<file path="config.mk">
export PLATFORM = sky130hd
export DESIGN_NAME = circ_queue_param
export DESIGN_NICKNAME = d
export VERILOG_FILES = /design/src/rtl/circ_queue_pkg.sv /design/src/rtl/circ_queue_mem.sv /design/src/rtl/circ_queue_param.sv
export SDC_FILE = /design/constraint.sdc
export NUM_CORES = 1
export LEC_CHECK = 0
export CAP_MARGIN = 20
export CORE_UTILIZATION = 40
export DETAILED_ROUTE_END_ITERATION = 12
export GPL_ROUTABILITY_DRIVEN = 1
export PLACE_DENSITY = 0.64
export SYNTH_ARGS = -nofsm -noshare
export SYNTH_HDL_FRONTEND = slang
export SYNTH_HIERARCHICAL = 1
export SYNTH_SLANG_ARGS = --single-unit
</file>
<file path="constraint.sdc">
create_clock -name clk -period 6.7 [get_ports clk]
set_input_delay 1.34 -clock clk [delete_from_list [all_inputs] [get_ports clk]]
set_output_delay 1.34 -clock clk [all_outputs]
set_load 0.01 [all_outputs]
</file>
<file path="src/rtl/circ_queue_pkg.sv">
// circ_queue_pkg: shared defaults and clog2 helper for the parametrised circular queue.
package circ_queue_pkg;
    localparam int DATA_W_DEF   = 8;
    localparam int DEPTH_DEF    = 16;
    localparam int AF_GAP_DEF   = 2;
    localparam int AE_LEVEL_DEF = 2;

    function automatic int clog2(input int v);
        for (int r = 0; r < 31; r++)
            if ((1 << r) >= v) return r;
        return 31;
    endfunction
endpackage

</file>
<file path="src/rtl/circ_queue_mem.sv">
// circ_queue_mem: queue storage, sync write, registered read; CIRC_QUEUE_PEEK_EN adds a combinational peek port.
module circ_queue_mem
    import circ_queue_pkg::*;
#(
    parameter int DATA_W = DATA_W_DEF,
    parameter int DEPTH  = DEPTH_DEF,
    localparam int AW    = clog2(DEPTH)
) (
    input  logic              clk,
    input  logic              rst,
    input  logic              we_i,
    input  logic [AW-1:0]     waddr_i,
    input  logic [DATA_W-1:0] wdata_i,
    input  logic              re_i,
    input  logic [AW-1:0]     raddr_i,
`ifdef CIRC_QUEUE_PEEK_EN
    input  logic [AW-1:0]     peek_addr_i,
    output logic [DATA_W-1:0] peek_data_o,
`endif
    output logic [DATA_W-1:0] rdata_o
);
    logic [DATA_W-1:0] mem_q [DEPTH];

    // Read and write share an edge: a read of the slot being overwritten returns the old word.
    always_ff @(posedge clk)
        if (we_i) mem_q[waddr_i] <= wdata_i;

    always_ff @(posedge clk or negedge rst)
        if (!rst) rdata_o <= '0;
        else if (re_i) rdata_o <= mem_q[raddr_i];

`ifdef CIRC_QUEUE_PEEK_EN
    assign peek_data_o = mem_q[peek_addr_i];
`endif
endmodule

</file>
<file path="src/rtl/circ_queue_param.sv">
// circ_queue_param: circular queue controller (pointers, count, flags, sticky errors); CIRC_QUEUE_PEEK_EN enables peek.
module circ_queue_param
    import circ_queue_pkg::*;
#(
    parameter int DATA_W   = DATA_W_DEF,
    parameter int DEPTH    = DEPTH_DEF,
    parameter int AF_LEVEL = DEPTH - AF_GAP_DEF,
    parameter int AE_LEVEL = AE_LEVEL_DEF,
    localparam int AW      = clog2(DEPTH)
) (
    input  logic              clk,
    input  logic              rst,
    input  logic              en,
    input  logic              wr,
    input  logic [DATA_W-1:0] wr_data,
    input  logic              rd,
    output logic [DATA_W-1:0] rd_data,
    output logic              rd_valid,
    input  logic [AW-1:0]     peek_off,
    output logic [DATA_W-1:0] peek_data,
    output logic              peek_valid,
    output logic [AW:0]       count,
    output logic              full,
    output logic              empty,
    output logic              almost_full,
    output logic              almost_empty,
    output logic              overflow,
    output logic              underflow,
    input  logic              clr_err
);
    localparam logic [AW:0] CNT_FULL = (AW+1)'(DEPTH);
    localparam logic [AW:0] CNT_AF   = (AW+1)'(AF_LEVEL);
    localparam logic [AW:0] CNT_AE   = (AW+1)'(AE_LEVEL);

    logic [AW-1:0] head_q, tail_q;
    logic [AW:0]   count_q, count_d;
    logic          rd_valid_q, ovf_q, ovf_d, udf_q, udf_d;
    logic          push_ok, pop_ok;

    assign full         = count_q == CNT_FULL;
    assign empty        = count_q == '0;
    assign almost_full  = count_q >= CNT_AF;
    assign almost_empty = count_q <= CNT_AE;
    assign count        = count_q;
    assign rd_valid     = rd_valid_q;
    assign overflow     = ovf_q;
    assign underflow    = udf_q;

    // A pop frees the head slot in the same edge, so a full queue may still take a push.
    assign pop_ok  = en & rd & ~empty;
    assign push_ok = en & wr & (~full | pop_ok);

    always_comb begin
        count_d = count_q + (AW+1)'(push_ok) - (AW+1)'(pop_ok);
        ovf_d   = (ovf_q & ~clr_err) | (en & wr & ~push_ok);
        udf_d   = (udf_q & ~clr_err) | (en & rd & empty);
    end

    always_ff @(posedge clk or negedge rst)
        if (!rst) begin
            head_q     <= '0;
            tail_q     <= '0;
            count_q    <= '0;
            rd_valid_q <= 1'b0;
            ovf_q      <= 1'b0;
            udf_q      <= 1'b0;
        end else begin
            head_q     <= pop_ok  ? head_q + 1'b1 : head_q;
            tail_q     <= push_ok ? tail_q + 1'b1 : tail_q;
            count_q    <= count_d;
            rd_valid_q <= pop_ok;
            ovf_q      <= ovf_d;
            udf_q      <= udf_d;
        end

`ifdef CIRC_QUEUE_PEEK_EN
    assign peek_valid = {1'b0, peek_off} < count_q;
`else
    logic unused_peek;
    assign unused_peek = &{1'b0, peek_off};
    assign peek_valid  = 1'b0;
    assign peek_data   = '0;
`endif

    circ_queue_mem #(.DATA_W(DATA_W), .DEPTH(DEPTH)) u_mem (
        .clk        (clk),
        .rst        (rst),
        .we_i       (push_ok),
        .waddr_i    (tail_q),
        .wdata_i    (wr_data),
        .re_i       (pop_ok),
        .raddr_i    (head_q),
`ifdef CIRC_QUEUE_PEEK_EN
        .peek_addr_i(head_q + peek_off),
        .peek_data_o(peek_data),
`endif
        .rdata_o    (rd_data)
    );
endmodule

</file>
Word-level counts from Yosys, hierarchy flattened
Memories as Yosys holds them, arrays and structs flattened. A register that Yosys moved wholly into a read port is not among the register bits.
Index checks and enable logic that the tools add are counted.

storage, ports and cells
  bits in latches = 0
  memory bits (writable) = 128
  memories = 1
  bits in read-only memories = 0
  input bits = 18
  flip-flop bits (word level) = 16
  output and inout port bits = 29

operators by class
  shifts and indexed selects = 0
  equality and inequality tests = 1
  mux-type cells = 2
  $mul = 0
  divide/modulo/power cells = 0
  $lt $le $gt $ge = 2
  $add $sub $neg = 4
  reduce and logical (&&, ||, !) cells = 2
  bitwise operators = 15

memory list
  name         depth  width  read ports  clocked after memory_dff  write ports  RTL line              text
  u_mem.mem_q  16     8      1           1                         1            circ_queue_mem.sv:22  logic [DATA_W-1:0] mem_q [DEPTH];

operators by type and width
  kind                 number
  $add 4x1->4 const B  2
  $and 1x1->1          8
  $add 5x1->5          1
  $eq 5x5->1 const B   1
  $ge 5x4->1 const B   1
  $le 5x2->1 const B   1
  $logic_not 5->1      1
  $sub 5x1->5          1
  $not 1->1            4
  $or 1x1->1           3
  $mux 1               2
  $logic_not 1->1      1

Logic depth before layout (Yosys ltp)
Gate-level depths: netlist of the first run.

  depth after elaboration = 8
  depth in mapped cells = 11
  mapped depth without buffers = 11

Hierarchy
Netlist of the first run, hierarchy kept.

modules (own cells, without submodules)
  module            cells each  times used  area an instance (µm²)
  circ_queue_mem    240         1           5331.4
  circ_queue_param  89          1           998.5

Worst setup path before layout of the first run
OpenSTA, ideal clock, no wires.

  path kind = input -> register
  start point = input en
  end point = memory u_mem/mem_q[0][0] (netlist name) (enable)
  slack = 3.437 ns
  stages = 4
  data required time = 6.317 ns
  arrival time = 2.879 ns
  cells stage by stage = nand2_1 > a21oi_4 > or3b_2 > nor3_1

between the ends
  cells in the longest elaborated chain, start to end = 6
  elaborated cells between the ends (all ways) = 7
  those cells by class = 2 x mux; 5 x bitwise

RTL lines
  element                           RTL line                text
  start, declared                   circ_queue_param.sv:13  input logic en,
  $and 1x1->1 (2 in series)         circ_queue_param.sv:50  assign pop_ok = en & rd & ~empty;
  $or 1x1->1                        circ_queue_param.sv:51  assign push_ok = en & wr & (~full | pop_ok);
  $and 1x1->1 (*)                   circ_queue_param.sv:51
  named net push_ok                 circ_queue_param.sv:38  logic push_ok, pop_ok;
  $mux 1 (*)                        circ_queue_mem.sv:26    if (we_i) mem_q[waddr_i] <= wdata_i;
  $mux 1 (not written as such) (*)  circ_queue_mem.sv:26
  end, declared                     circ_queue_mem.sv:22

The timed path passes the listed nets; every way through them passes the cells marked *.

Final worst setup path of the first run
  start point = input en
  end point = register count_q[4], in the netlist count[4]

between the ends
  cells in the longest elaborated chain, start to end = 6
  elaborated cells between the ends (all ways) = 7
  those cells by class = 2 x add/sub; 5 x bitwise

RTL lines
  element                        RTL line                text
  $and 1x1->1 (*) (2 in series)  circ_queue_param.sv:50
  named net pop_ok               circ_queue_param.sv:38
  $or 1x1->1                     circ_queue_param.sv:51
  $and 1x1->1                    circ_queue_param.sv:51
  $add 5x1->5                    circ_queue_param.sv:54  count_d = count_q + (AW+1)'(push_ok) - (AW+1)'(pop_ok);
  $sub 5x1->5 (*)                circ_queue_param.sv:54
  named net count_d[4]           circ_queue_param.sv:36  logic [AW:0] count_q, count_d;
  end signal, assigned           circ_queue_param.sv:70  count_q <= count_d;
  end, declared                  circ_queue_param.sv:36

Marks and branches as above.
A chain may end at the register's enable or synchronous reset.

==> impl_results.md, run 1 <==
- Cell Area, Synth: 0.00633 mm2
- Mapped Cells: 329
- Core Rows: 45
- Pin slew with the least headroom to its limit: 1.10 ns
- Status: complete, no violations
- Drc violations: 0
- P_leak: 2.57 nW
- DRT antenna net count: 0
- Critical Path RT: 6.99 ns
- Worst reg2reg endpoint: count[4]$_DFF_PN0_
- First-pass GRT wire length: between 15000 and 20000 um
- Initial antenna violation count: 0
- Setup-failing EPs final: 0
- Bufs on Longest Clock Path: 2
- Hold Path Class: register to register
- CTS clk-pin slew, worst paths: 0.06 ns
- Clock root cell: clkbuf_16
- Count of cell types in the netlist: 41
- Max-slew violations: 0
- RSZ-0062 raised after global routing: false
- Crit Path Category: primary input to register
- Cell Int Power: between 2 and 2.5 mW
- Via/cell ratio: 5.19
- Initial core utilization: 0.413
- Peak VDD IR: 0.227 mV
- IO Count: 47
- Worst r2r src: count[2]$_DFF_PN0_
- Die height: 128 um
- Placed cell count: 564
- Post-CTS setup buffer count: 0
- Number of global-route vias before repair: 3204
- Pin count of the biggest net entering global routing: 35
- Ys async rst share: 0.158
- Fin cells: 596
- Combinational power share: 0.270
- Period utilization: 0.559
- Min Clock Period, post-route: 3.74 ns
- Number of cells on the worst reg-to-reg path: 11
- Post-Syn Area per Cell: 19.2 um2
- Total die area: roughly 0.016 mm2
- Syn. warnings: 6
- RD Place Congestion: 0.734
- Reg power frac: 0.396
- Max Cap Viol: 0
- Die width: 128 um
- Filler Cells Inserted: ~1300
- Fin util: 0.488
- Mean routed wirelength per cell: roughly 20 um
- Switching Fraction: 0.285
- Top_reg_cell synth: edfxtp_1
- DP Area: approximately 0.0068 mm2
- Synth Register Bits: roughly 150
- Post-CTS resize count: 0
- CTS tree: built
- Core Box Area: 0.0153 mm2
- Final Hold Viols: 0
- Total clock sinks: 152
- Register area share after synthesis: 0.702
- Hold Path End: underflow$_DFF_PN0_
- Max Clock Skew: 0.00821 ns
- Dpl hpwl: 7410 um
- Power per cell area: 424 mW/mm2
- Power share of the clock group: 0.334
- Syn-to-layout area delta: 18.0%
- Startpoint types: primary input
- Slew headroom: 0.265
- GRT Total Usage: 0.161
- Hold-fix buffers at CTS: 0
- FF-to-FF setup slack: 3.76 ns
- Htree depth: 4
- Critical path capture point type: register
- CP arrival: 4.03 ns
- Net switching power: between 0.9 and 1 mW
- Share of cells above drive strength 1: 0.213
- Smallest hold slack: 0.526 ns
- Crit path max fanout: 21
- Fin nets: between 400 and 500
- Setup TNS: 0 ns
- Maximum clock frequency: 267 MHz
- Grt ovf: 0
- Via Count: roughly 3100
- DR iter-0 viols: 172
- Number of enable flip-flop cells after synthesis: 128
- Post-Layout Inst Area: 0.00747 mm2
- Cells on Worst Hold Path: 2
- Drt pass-1 iters: 4
- Diodes inserted: 0
- Port Buf Inserts: 33
- WL final: 12000 um
- HP Start: underflow$_DFF_PN0_
- Inserted Clock Buffers: 17
- Clk Latency, worst-skew pair: 0.41 ns
[registers in the layout, summed over array words and instances (netlist names)]
register / count
u_mem/mem_q: 128
u_mem/rdata_o: 8
count: 5
head_q: 4
tail_q: 4
overflow: 1
rd_valid: 1
underflow: 1
[metrics by stage]
step	total power [mW]	setup slack [ns]
after floorplan	1.89	3.44
after global placement	2.12	2.54
after detailed placement	2.14	2.56
after CTS	3.20	2.97
after global routing	3.32	2.83
final	3.17	2.96
[routing by layer]
layer | GRT usage | vias up | part of all wire
li1 | - | 1376 | -
met1 | 0.225 | 1586 | 0.44
met2 | 0.243 | 127 | 0.47
met3 | 0.0405 | 6 | 0.078
met4 | 0.0616 | 0 | 0.0099
met5 | 0 | - | 0
[worst max-delay path: stages]
cell and delay, ns:
clkdlybuf4s50_1 0.52, nand2_1 0.25, nor2_4 0.60, mux2_4 0.27, ha_1 0.15, inv_1 0.06
fa_1 0.43, o21bai_1 0.18, a21oi_1 0.10, xor2_1 0.14
[logic make-up (layout without fill, tap and decap cells)]
| logic type | Yosys count | count (layout) | share of synthesized area |
|---|---|---|---|
| fa+ha+maj | 13 | 13 | 0.0269 |
| flops | 152 | 152 | 0.702 |
| mux | 43 | 43 | 0.137 |
| buf+inv | 34 | 82 | 0.0376 |
| compound gates | 28 | 28 | 0.0409 |
| xor+xnor | 9 | 9 | 0.0125 |
| other cells | 1 | 9 | 0.000592 |
| simple gates | 49 | 49 | 0.0429 |
[power by group through the flow]
stage	Combinational, mW	Clock (mW)	Sequential (mW)
floorplan	0.649	0	1.25
global placement	0.851	0	1.27
detailed placement	0.863	0	1.27
CTS	0.868	1.07	1.26
global route	0.930	1.11	1.27
finish	0.856	1.06	1.25
[Yosys cell counts (8+ instances only)]
library cell | n | area share
a221oi_2 | 8 | 0.019
buf_4 | 10 | 0.012
dfrtp_1 | 24 | 0.095
edfxtp_1 | 128 | 0.61
ha_1 | 12 | 0.024
inv_1 | 11 | 0.0065
mux2i_1 | 8 | 0.013
mux4_2 | 26 | 0.093
nor2_1 | 20 | 0.012
o22ai_1 | 8 | 0.0079
xor2_1 | 8 | 0.011
[cell type report]
cell class,count,area [um2],share of cell area
flip-flops and latches,152,4440,0.595
clock buffers,19,433,0.0580
inverters,11,41.3,0.00553
well taps,211,264,0.0354
clock inverters,13,226,0.0303
repair buffers,39,375,0.0503
multi-input cells,151,1680,0.225
[layout by cell type (no fill, tap or decap), types with 2 or more instances in the layout]
master,synthesis,final
nand3b_1,2,2
nor3_1,6,5
inv_1,11,11
nand2b_1,3,3
bufinv_16,0,6
buf_4,10,6
conb_1,1,9
edfxtp_1,128,128
dfrtp_1,24,24
nand2_1,5,5
clkbuf_1,0,2
nand3_1,5,5
nor2_1,20,20
clkinv_2,0,3
mux2i_1,8,8
clkbuf_16,0,17
o21bai_1,2,2
ha_1,12,12
clkdlybuf4s50_1,0,33
mux4_2,26,26
a21oi_1,4,4
xor2_1,8,8
a221oi_2,8,8
o22ai_1,8,8
o21ai_0,2,2
clkinvlp_4,0,3
mux4_1,6,6
mux2_4,2,2
[worst max-delay path by stage]
stage	start	endpoint	slack, ns	depth (start not counted)
detailed placement	en	count[4]$_DFF_PN0_	2.56	10
CTS	en	count[4]$_DFF_PN0_	2.97	10
floorplan	en	u_mem/mem_q[0][0]$_DFFE_PP_	3.44	4
finish	en	count[4]$_DFF_PN0_	2.96	10
global placement	en	count[4]$_DFF_PN0_	2.54	10
global route	en	count[4]$_DFF_PN0_	2.83	10
No activity file was read; power rests on OpenSTA's default activity.
==> inputs of run 2 (changes only) <==
PLACE_DENSITY = 0.66   (was 0.64)
clock period = 3.4 ns   (was 6.7 ns; I/O delays follow)
==> impl_results.md, run 2 (synthesized netlist as in run 1, its figures left out) <==
- Slew headroom: 0.490 (+0.225)
- Total clock sinks: 152 (unchanged)
- DR iter-0 viols: 221 (+28%)
- Maximum clock frequency: 341 MHz
- Drt pass-1 iters: 4 (unchanged)
- Crit path max fanout: 6 (-71%)
- Setup-failing EPs final: 0 (unchanged)
- Pin slew with the least headroom to its limit: 0.766 ns (-0.333 ns)
- Most common cell after layout, fill and taps aside: edfxtp_1
- FF-to-FF setup slack: 0.73 ns (-3.03 ns)
- Number of global-route vias before repair: 3233 (+0.91%)
- Post-CTS resize count: 0 (unchanged)
- Setup TNS: 0 ns (unchanged)
- Inserted Clock Buffers: 17 (unchanged)
- P_leak: 2.63 nW (+2.3%)
- Min Clock Period, post-route: between 2 and 3 ns
- Pin count of the biggest net entering global routing: 28 (-20%)
- Fin nets: 420 (+4.2%)
- First-pass GRT wire length: 19100 um (+3.2%)
- Initial core utilization: 0.413 (unchanged)
- Die width: 128 um (unchanged)
- Initial antenna violation count: 0 (unchanged)
- RD Place Congestion: 0.731 (-0.44%)
- Placed cell count: 581 (+3.0%)
- Critical Path RT: 2.72 ns (-4.27 ns)
- Via Count: 3121 (+0.84%)
- Dpl hpwl: 7920 um (+6.9%)
- Hold Path Class: register to register
- DRT antenna net count: 0 (unchanged)
- Max Clock Skew: 0.00849 ns (+0.000283 ns)
- Peak VDD IR: 0.424 mV (+87%)
- CP startpoint: count[2]$_DFF_PN0_
- Register with the most flip-flops: u_mem/mem_q
- Core Box Area: 0.0153 mm2 (unchanged)
- Cells on Worst Hold Path: 2 (unchanged)
- Worst reg2reg endpoint: count[4]$_DFF_PN0_
- Syn-to-layout area delta: 18.7%
- Core Rows: 45 (unchanged)
- CP cell instances: inv_1, ha_1, nor4b_4, clkdlybuf4s50_1
- GRT Total Usage: 0.166 (+0.00560)
- Area of the multi-input gates: 0.00168 mm2 (-0.30%)
- Final Hold Viols: 0 (unchanged)
- Max reg flops: 128 (unchanged)
- Most frequent cells in the layout: edfxtp_1 (128), clkdlybuf4s50_1 (33), mux4_2 (26)
- Total die area: 0.0163 mm2 (unchanged)
- Port Buf Inserts: 33 (unchanged)
- Period utilization: 0.863
- Clock root cell: clkbuf_16
- Diodes inserted: 0 (unchanged)
- Worst r2r src: count[2]$_DFF_PN0_
- Power per cell area: 809 mW/mm2 (+91%)
- Hold-fix buffers at CTS: 0 (unchanged)
- CTS tree: built
- Buf/Inv on CP: 2 (unchanged)
- Clk Latency, worst-skew pair: 0.42 ns (about the same)
- Startpoint types: register
- Worst stage delay on the critical path: 0.62 ns (+0.02 ns)
- Mean routed wirelength per cell: 19.9 um (-1.3%)
- Setup crit end: empty
- CP arrival: 2.25 ns (-1.78 ns)
- Post-CTS setup buffer count: 0 (unchanged)
- RSZ-0062 raised after global routing: false
- Filler Cells Inserted: 1246 (-2.0%)
- Via/cell ratio: 5.10 (-1.8%)
- Number of cells on the worst reg-to-reg path: 11 (unchanged)
- Smallest hold slack: 0.530 ns (+0.00431 ns)
- Max Cap Viol: 0 (unchanged)
- Drc violations: 0 (unchanged)
- Htree depth: 4 (unchanged)
- Share of cells above drive strength 1: 0.239 (+0.0264)
- Status: complete, no violations
- WP depth: 4 (-6)
- Critical path capture point type: output pin
- CP max stage cell: clkdlybuf4s50_1
- Die height: 128 um (unchanged)
- Bufs on Longest Clock Path: 2 (unchanged)
- Crit Path Category: register to output pin
- IO Count: 47 (unchanged)
- WL final: 12200 um (+1.4%)
- Grt ovf: 0 (unchanged)
- Crit-path leading delay family: buffers and inverters
- CTS clk-pin slew, worst paths: 0.06 ns (about the same)
- Register area: 0.00444 mm2 (unchanged)
- Fin cells: 612 (+2.7%)
- Max-slew violations: 0 (unchanged)
[run 2: cell count changes in the layout (fill, tap and decap cells not counted)]
| cell | change |
|---|---|
| buf_4 | +17 |
| bufinv_16 | -3 |
| clkinv_1 | +1 |
| clkinv_4 | -1 |
| clkinvlp_4 | -1 |
| inv_6 | +3 |
| nor3_1 | +1 |
| nor3_2 | -1 |
[run 2: worst register-to-register path: stages (launching register included)]
cell and delay, ns:
dfrtp_1 0.43, inv_1 0.15, ha_1 0.22, nor4b_4 0.42, nor2_4 0.08, mux2_4 0.20
ha_1 0.17, inv_1 0.07, fa_1 0.43, o21bai_1 0.16, a21oi_1 0.09, xor2_1 0.14
[run 2: report_power, final]
part	internal [mW]	switching (mW)
clock network	1.15	0.699
logic	0.883	0.878
registers	2.24	0.229
[run 2: final cells by class]
| type | count | share of cell area |
|---|---|---|
| tap | 211 | 0.0351 |
| multi-input combinational | 151 | 0.223 |
| clock buffer | 19 | 0.0576 |
| timing repair buffer | 56 | 0.0669 |
| sequential | 152 | 0.592 |
| clock inverter | 12 | 0.0200 |
| inverter | 11 | 0.00550 |
[run 2: per-layer routing]
metal	wire (um)	vias up	track usage
met5	0	-	0
met4	221	0	0.0685
met3	438	10	0.0430
met2	6100	68	0.268
met1	5430	1628	0.215
li1	-	1415	-
[run 2: worst min path at each step]
stage | startpoint | to | slack [ns]
after detailed placement | underflow$_DFF_PN0_ | underflow$_DFF_PN0_ | 0.53
after floorplan | rst | count[0]$_DFF_PN0_ | 0.38
after CTS | underflow$_DFF_PN0_ | underflow$_DFF_PN0_ | 0.54
after global routing | overflow$_DFF_PN0_ | overflow$_DFF_PN0_ | 0.59
final | underflow$_DFF_PN0_ | underflow$_DFF_PN0_ | 0.53
after global placement | underflow$_DFF_PN0_ | underflow$_DFF_PN0_ | 0.52
[run 2: per-stage QoR]
stage | cell area (um2) | setup slack (ns) | utilization | total power, mW
4_1_cts | 7510 | 0.404 | 0.491 | 6.15
6_report | 7510 | 0.467 | 0.491 | 6.08
2_1_floorplan | 6360 | 0.728 | - | 3.73
5_1_grt | 7510 | 0.344 | 0.491 | 6.37
3_3_place_gp | 6930 | 0.432 | 0.453 | 4.23
3_5_place_dp | 6930 | 0.412 | 0.453 | 4.29
==> inputs of run 3 (changes only) <==
CTS_CLUSTER_SIZE = 25   (was default)
==> results of run 3 <==
No change in the layout: final DEF, timing and power equal those of run 2.
